===== config.mk =====
export PLATFORM = sky130hd
export DESIGN_NAME = comparator
export DESIGN_NICKNAME = d
export VERILOG_FILES = /design/src/rtl/comparator.sv
export SDC_FILE = /design/constraint.sdc
export NUM_CORES = 1
export LEC_CHECK = 0
export ABC_AREA = 0
export CORE_ASPECT_RATIO = 0.75
export CORE_MARGIN = 10
export CORE_UTILIZATION = 37
export CTS_CLUSTER_DIAMETER = 40
export DETAILED_ROUTE_END_ITERATION = 7
export GPL_TIMING_DRIVEN = 0
export PLACE_DENSITY = 0.93
export SYNTH_ARGS = -nofsm -noshare
export SYNTH_HDL_FRONTEND = slang
export SYNTH_SLANG_ARGS = --single-unit
export TNS_END_PERCENT = 10

===== constraint.sdc =====
create_clock -name clk -period 5.5 [get_ports clk]
set_input_delay 0.825 -clock clk [delete_from_list [all_inputs] [get_ports clk]]
set_output_delay 0.825 -clock clk [all_outputs]
set_load 0.1 [all_outputs]

===== src/rtl/comparator.sv =====
// n-bit magnitude comparator with one-hot combinational flags and a
// one-cycle registered copy that carries its own valid bit.
module comparator #(
  parameter int n      = 32,
  parameter int SIGNED = 0
) (
  input  logic         clk,
  input  logic         rst,
  input  logic [n-1:0] a,
  input  logic [n-1:0] b,
  output logic         less,
  output logic         equal,
  output logic         greater,
  output logic         less_q,
  output logic         equal_q,
  output logic         greater_q,
  output logic         valid_q
);

  // Inverting the MSB maps two's-complement order onto unsigned order,
  // so a single unsigned compare serves both modes (and n=1 needs no special case).
  localparam logic [n-1:0] MSB_BIT  = n'(1) << (n - 1);
  localparam logic [n-1:0] MSB_FLIP = (SIGNED != 0) ? MSB_BIT : '0;

  function automatic logic [2:0] cmp_flags(input logic [n-1:0] x, input logic [n-1:0] y);
    logic [2:0] f;
    if (x < y)       f = 3'b100;
    else if (x == y) f = 3'b010;
    else             f = 3'b001;
    return f;
  endfunction

  logic [n-1:0] w_a_key_p0;
  logic [n-1:0] w_b_key_p0;
  logic [2:0]   w_flags_p0;

  logic         r_less_p1;
  logic         r_equal_p1;
  logic         r_greater_p1;
  logic         r_vld_p1;

  // Stage p0: combinational compare
  assign w_a_key_p0 = a ^ MSB_FLIP;
  assign w_b_key_p0 = b ^ MSB_FLIP;
  assign w_flags_p0 = cmp_flags(w_a_key_p0, w_b_key_p0);

  assign less    = w_flags_p0[2];
  assign equal   = w_flags_p0[1];
  assign greater = w_flags_p0[0];

  // Stage p1: registered flags; reset clears them to all-zero (not one-hot)
  always_ff @(posedge clk) begin
    if (rst) begin
      r_less_p1    <= 1'b0;
      r_equal_p1   <= 1'b0;
      r_greater_p1 <= 1'b0;
      r_vld_p1     <= 1'b0;
    end else begin
      r_less_p1    <= w_flags_p0[2];
      r_equal_p1   <= w_flags_p0[1];
      r_greater_p1 <= w_flags_p0[0];
      r_vld_p1     <= 1'b1;
    end
  end

  assign less_q    = r_less_p1;
  assign equal_q   = r_equal_p1;
  assign greater_q = r_greater_p1;
  assign valid_q   = r_vld_p1;

endmodule


[After elaboration in Yosys (flattened, before gate mapping)]
Index checks and enable logic that the tools add are counted.
Cells by class
  magnitude comparators: 1
  equality and inequality tests: 1
  muxes and demuxes: 3
Operators with widths (number)
  32-bit == test: 1
  32-bit less-than comparator: 1
  3-bit two-way mux: 1
  2-bit two-way mux: 1
  1-bit two-way mux: 1
Storage, ports and cells
  register bits: 4
  bits of input ports: 66
  output and inout port bits: 7
  word-level logic and storage cells: 9

[Depth between registers and ports, before layout]
Gate-level depths: netlist of run 1.
  depth in word-level cells: 3
  mapped depth: 7
  mapped depth without buffers: 7

[Worst setup path before layout of run 1]
No wires, ideal clock.
  path kind: in2out
  start point: in b[14]
  end point: out equal
  data arrival time: 3368 ps
  required time: 4675 ps
  slack: 1307 ps
  stages: 6
  buffers on the path: 0
  cells stage by stage: inv_1 > ha_1 > nand4_1 > nor4_1 > nand3_1 > a21oi_1
On the way
  longest elaborated chain between the ends: 3
  elaborated cells on any way between the ends: 4
  those cells by class: order compare (1); eq/ne (1); mux (2)
Ends and longest elaborated chain
  start, declared: line 10  | input logic [n-1:0] b,
  branches (longest 2 deep; another with 32-bit less-than comparator)
  3-bit two-way mux *: line 27  | if (x < y) f = 3'b100;
  end, declared: line 12  | output logic equal,
Mark *: on every way between the ends.

[Worst setup path in the final report of run 1]
  start point: in b[17]
  end point: out less
On the way
  longest elaborated chain between the ends: 2
Ends and longest elaborated chain
  32-bit less-than comparator: line 27
  3-bit two-way mux: line 27
  end, declared: line 11  | output logic less,
Every way passes these cells.

==> flow_summary.ini, run 1 <==
[detailed_routing]
drt_iter0_drc = 48
wl_per_cell_um = 14.6
wirelength_um = 3450
routed-via-count = 1145
antenna_left = 0
drt_pre_antenna_iters = 4
vias_per_cell = 4.85
drc_errors = 0

[placed_design]
io_buffers = 72
place.gp.congestion = 0.716
dpl.cell_count = 233
hpwl_um = 3220

[clock_tree]
cts.sink_count = 4
cts_inserted_buffers = 3
htree_levels = 1
clk_pin_slew_worst_paths_ns = 0.04
postCtsHoldBufs = 0
cts_setup_buffers = 0
cts_tree = done
ctsResizeCount = 0
cts_root_buf = clkbuf_4
cts_buffer_depth = 2

[die]
rows = 15
fp.dieH_um = 64.3
die_area_mm2 = 0.00508
io_pins = 73
coreArea_mm2 = 0.00240
die_w_um = 79.0
initial_core_util = 0.403

[critical_path]
worstPathMaxFanout = 6
worstPathArrival_ns = 4.03
worst_setup_path_start_kind = input port
required_ns = 4.68
critPathCaptureType = primary output
path_class = in -> out

[global_routing]
grt.busiest_layer = met2
met1_usage = 0.120
grtUsageMet3 = 0.0433
grt_pass1_wl_um = 5620
use_met2 = 0.274
antenna_found_initial = 0
grt_max_degree = 7
first_global_vias = 1296
grt_util_all_layers = 0.135
grt-ovfl-total = 0

[job]
cap_viol_max_count = 0

[timing]
slew_headroom = 0.329
tns_ns = 0
final_hold_viol_count = 0
rsz0062_at_grt = false
slew_viol_final = 0
setup_viol = 0
worst_pin_slew_ns = 1.00
max_freq_mhz = 206
finalCriticalPeriod_ns = 4.86
timing.final.crit_share = 0.883

[layout]
antenna_cells = 0
final_common_cell = clkdlybuf4s50_1
area_delta_synth_final_pct = 81.2
drive_gt1_frac = 0.0297
layout_common_cells = clkdlybuf4s50_1, inv_1, ha_1
final_cells = 236
fin_nets = 302

[synthesis]
yosys.area.top_type = ha_1
ys.flop_type = dfxtp_1
synthArstFlopShare = 0
synth_edf_count = 0
syn-num-nets = 225
synthTopCellsByArea = ha_1, inv_1, dfxtp_1
syn-cell-area_um2 = 967
yosys_warnings = 0
syn_inst = 127
yosysUniqueCellTypes = 25
ys_seq_area_frac = 0.0828
syn_avg_cell_area_um2 = 7.62
ys_seq_elements = 4
yosysTopAreaCellShare = 0.414

[power]
p_leak_uw = 0.000875
powerDensity_mw_per_mm2 = 121
ir_worst_vdd_v = 0.0000525

[min_path]
worstHoldEndpoint = valid_q$_DFF_P_
holdPathStages = 2
hold_path_class = in -> reg
hp-start = rst

[run_status]
outcome = finished clean
report_power, final:
| part | switching (µW) | internal [µW] |
|---|---|---|
| clock network | 15.4 | 24.6 |
| logic | 68.6 | 72.7 |
| registers | 0.345 | 30.9 |
| total | 84.4 | 128 |
per-layer routing:
metal | wire length, µm | part of all wire
met5 | 0 | 0
met2 | 1880 | 0.54
met3 | 246 | 0.071
met4 | 27 | 0.0078
met1 | 1300 | 0.38
cell families (layout without fill, tap and decap cells):
logic type                 Yosys count  in the layout  synth area share
adders and majority gates           32             32             0.414
buffers and inverters               35            110             0.136
AOI/OAI and AO/OA                   29             29             0.198
and+or+nand+nor                     27             27             0.169
DFF                                  4              4            0.0828
worst max-delay path by stage:
stage / from / to / slack [ns] / cells past startpoint
6_report: b[17] / less / 0.64 / 9
3_5_place_dp: b[17] / less / 0.66 / 9
4_1_cts: b[17] / less / 0.65 / 9
3_3_place_gp: b[17] / less / 0.71 / 9
5_1_grt: b[14] / equal / 0.52 / 8
2_1_floorplan: b[14] / equal / 1.31 / 6
final cells by class:
class,count,area (µm²)
Multi-Input combinational cell,88,756
Timing Repair Buffer,72,721
Fill cell,198,649
Inverter,35,131
Sequential cell,4,80.1
Tap cell,34,42.5
Clock buffer,3,22.5
flip-flops by register name, indices dropped and copies added (netlist names):
| name | count |
|---|---|
| greater_q | 1 |
| valid_q | 1 |
| less_q | 1 |
| equal_q | 1 |
stage by stage:
stage / hold slack (ns) / utilization / power (µW) / area, µm² / setup WS [ns]
floorplan: 0.898 / - / 106 / 967 / 1.31
global placement: 1.41 / 0.720 / 166 / 1730 / 0.710
detailed placement: 1.43 / 0.720 / 173 / 1730 / 0.662
CTS: 1.17 / 0.730 / 214 / 1750 / 0.655
global route: 1.20 / 0.730 / 229 / 1750 / 0.519
finish: 1.18 / 0.730 / 213 / 1750 / 0.643
cell usage after synthesis (all sizes together), types with 2 or more instances:
cell and instances:
nand3 6, ha 32, inv 35, a21oi 13
nor2 2, a211oi 2, nand4 7, a221o 2
o21ai 3, nand2 6, dfxtp 4, a21o 3
nor4 3
worst max-delay path, cell delays in order:
cell             delay [ns]
clkdlybuf4s50_1        0.45
inv_1                  0.05
ha_1                   0.31
a21o_1                 0.19
a221o_1                0.31
a22o_1                 0.26
nor4_4                 0.29
o21a_1                 0.18
clkdlybuf4s50_1        1.15
Power figures use the tool's default switching activity.
==> run 2: changes to the inputs <==
--- a/config.mk
+++ b/config.mk
@@ -12,7 +12,7 @@
 export CTS_CLUSTER_DIAMETER = 40
 export DETAILED_ROUTE_END_ITERATION = 7
 export GPL_TIMING_DRIVEN = 0
-export PLACE_DENSITY = 0.93
+export PLACE_DENSITY = 0.87
 export SYNTH_ARGS = -nofsm -noshare
 export SYNTH_HDL_FRONTEND = slang
 export SYNTH_SLANG_ARGS = --single-unit
==> run 2 against run 1 <==
Compared with the run above:
- critical path depth unchanged
- setup slack got worse by 0.0093 ns
- die area unchanged
- non-clock buffer count unchanged
- sequential power about the same
- worst hold slack improved by 0.0030 ns
- via count about the same
- flip-flop and latch count unchanged
- global-route usage decreased by 0.99 points
- first-iteration DRC count decreased by 29%
- combinational power about the same
- clock power decreased by 9.3%
- critical path type unchanged
- critical endpoint unchanged
- largest cell class unchanged
- highest routed layer unchanged
==> flow_summary.ini, run 2 (synthesis results as in run 1) <==
[global_routing]
grt_max_degree = 7
grt_pass1_wl_um = 5350
antenna_found_initial = 0
first_global_vias = 1240
grt-ovfl-total = 0
grt_util_all_layers = 0.125

[clock_tree]
clk_pin_slew_worst_paths_ns = 0.04
cts_buffer_depth = 2
ctsResizeCount = 0
cts.sink_count = 4
cts_inserted_buffers = 3
cts_setup_buffers = 0
htree_levels = 1
cts_root_buf = clkbuf_4
cts_tree = done
postCtsHoldBufs = 0

[detailed_routing]
antenna_left = 0
wl_per_cell_um = 13.9
vias_per_cell = 4.85
drt_pre_antenna_iters = 4
drt_iter0_drc = 34
drc_errors = 0
wirelength_um = 3270
routed-via-count = 1144

[critical_path]
critPathCaptureType = primary output
cp_num_buf_inv = 3
path_class = in -> out
worstPathMaxFanout = 6
worst_setup_path_start_kind = input port
cp_cell_sequence = clkdlybuf4s50_1, inv_1, ha_1, a21o_1, a221o_1, a22o_1, nor4_4, o21a_1, clkdlybuf4s50_1
critPathMostFrequentCell = clkdlybuf4s50_1
worstPathArrival_ns = 4.04
slowest_stage = clkdlybuf4s50_1
worst_path_dominant_cell_family = buffers and inverters
required_ns = 4.68
max_stage_delay_ns = 1.14

[timing]
max_freq_mhz = 206
slew_viol_final = 0
slew_headroom = 0.333
rsz0062_at_grt = false
setup_viol = 0
timing.final.crit_share = 0.885
finalCriticalPeriod_ns = 4.87
layout_setup_ws_ns = 0.634
worst_pin_slew_ns = 0.997
tns_ns = 0
fin_hold_ws_ns = 1.18
final_hold_viol_count = 0

[placed_design]
io_buffers = 72
place_ws_ns = 0.658
place.gp.congestion = 0.707
postPlaceCellArea_mm2 = 0.00173
hpwl_um = 3130

[layout]
final_area_mm2 = 0.00175
fin_nets = 302
layout_common_cells = clkdlybuf4s50_1, inv_1, ha_1
drive_gt1_frac = 0.0297
final_common_cell = clkdlybuf4s50_1
area_delta_synth_final_pct = 81.2
antenna_cells = 0

[min_path]
hold_path_class = in -> reg

[die]
die_w_um = 79.0
fp.dieH_um = 64.3
io_pins = 73
rows = 15
die_area_mm2 = 0.00508
coreArea_mm2 = 0.00240
initial_core_util = 0.403

[power]
p_leak_uw = 0.000875
total_power_uw = 207
powerDensity_mw_per_mm2 = 118
ir_worst_vdd_v = 0.0000575

[run_status]
outcome = finished clean

[job]
cap_viol_max_count = 0
-- run 2: power breakdown --
part / leakage, µW / switching [µW] / internal (µW)
Sequential: 0.0000332 / 0.362 / 30.9
Combinational: 0.000828 / 67.3 / 72.3
Clock: 0.0000138 / 11.9 / 24.4
Total: 0.000875 / 79.6 / 128
-- run 2: path summary, 6_finish.rpt --
kind   from         endpoint  slack [ns]  depth (start not counted)
max   b[17]             less        0.63                          9
min     rst  valid_q$_DFF_P_        1.18                          2
-- run 2: area by class of cell --
class	count	area, µm²
fill	206	649
clock buffer	3	22.5
sequential	4	80.1
tap	34	42.5
timing repair buffer	72	721
multi-input combinational	88	756
inverter	35	131
-- run 2: layer usage --
metal / vias up / track usage / part of all wire
met5: - / 0 / 0
met4: 0 / 0.0201 / 0.0037
met3: 2 / 0.0433 / 0.079
met2: 40 / 0.244 / 0.51
met1: 500 / 0.126 / 0.41
li1: 602 / - / -
-- run 2: through the flow --
stage	utilization	std cells
floorplan	-	127
global placement	0.720	233
detailed placement	0.720	233
CTS	0.730	236
global route	0.730	236
finish	0.730	236
==> run 3: changes to the inputs <==
--- a/config.mk
+++ b/config.mk
@@ -5,7 +5,6 @@
 export SDC_FILE = /design/constraint.sdc
 export NUM_CORES = 1
 export LEC_CHECK = 0
-export ABC_AREA = 0
 export CORE_ASPECT_RATIO = 0.75
 export CORE_MARGIN = 10
 export CORE_UTILIZATION = 37
==> results of run 3 <==
No change in the layout: final DEF, timing and power equal those of run 2.
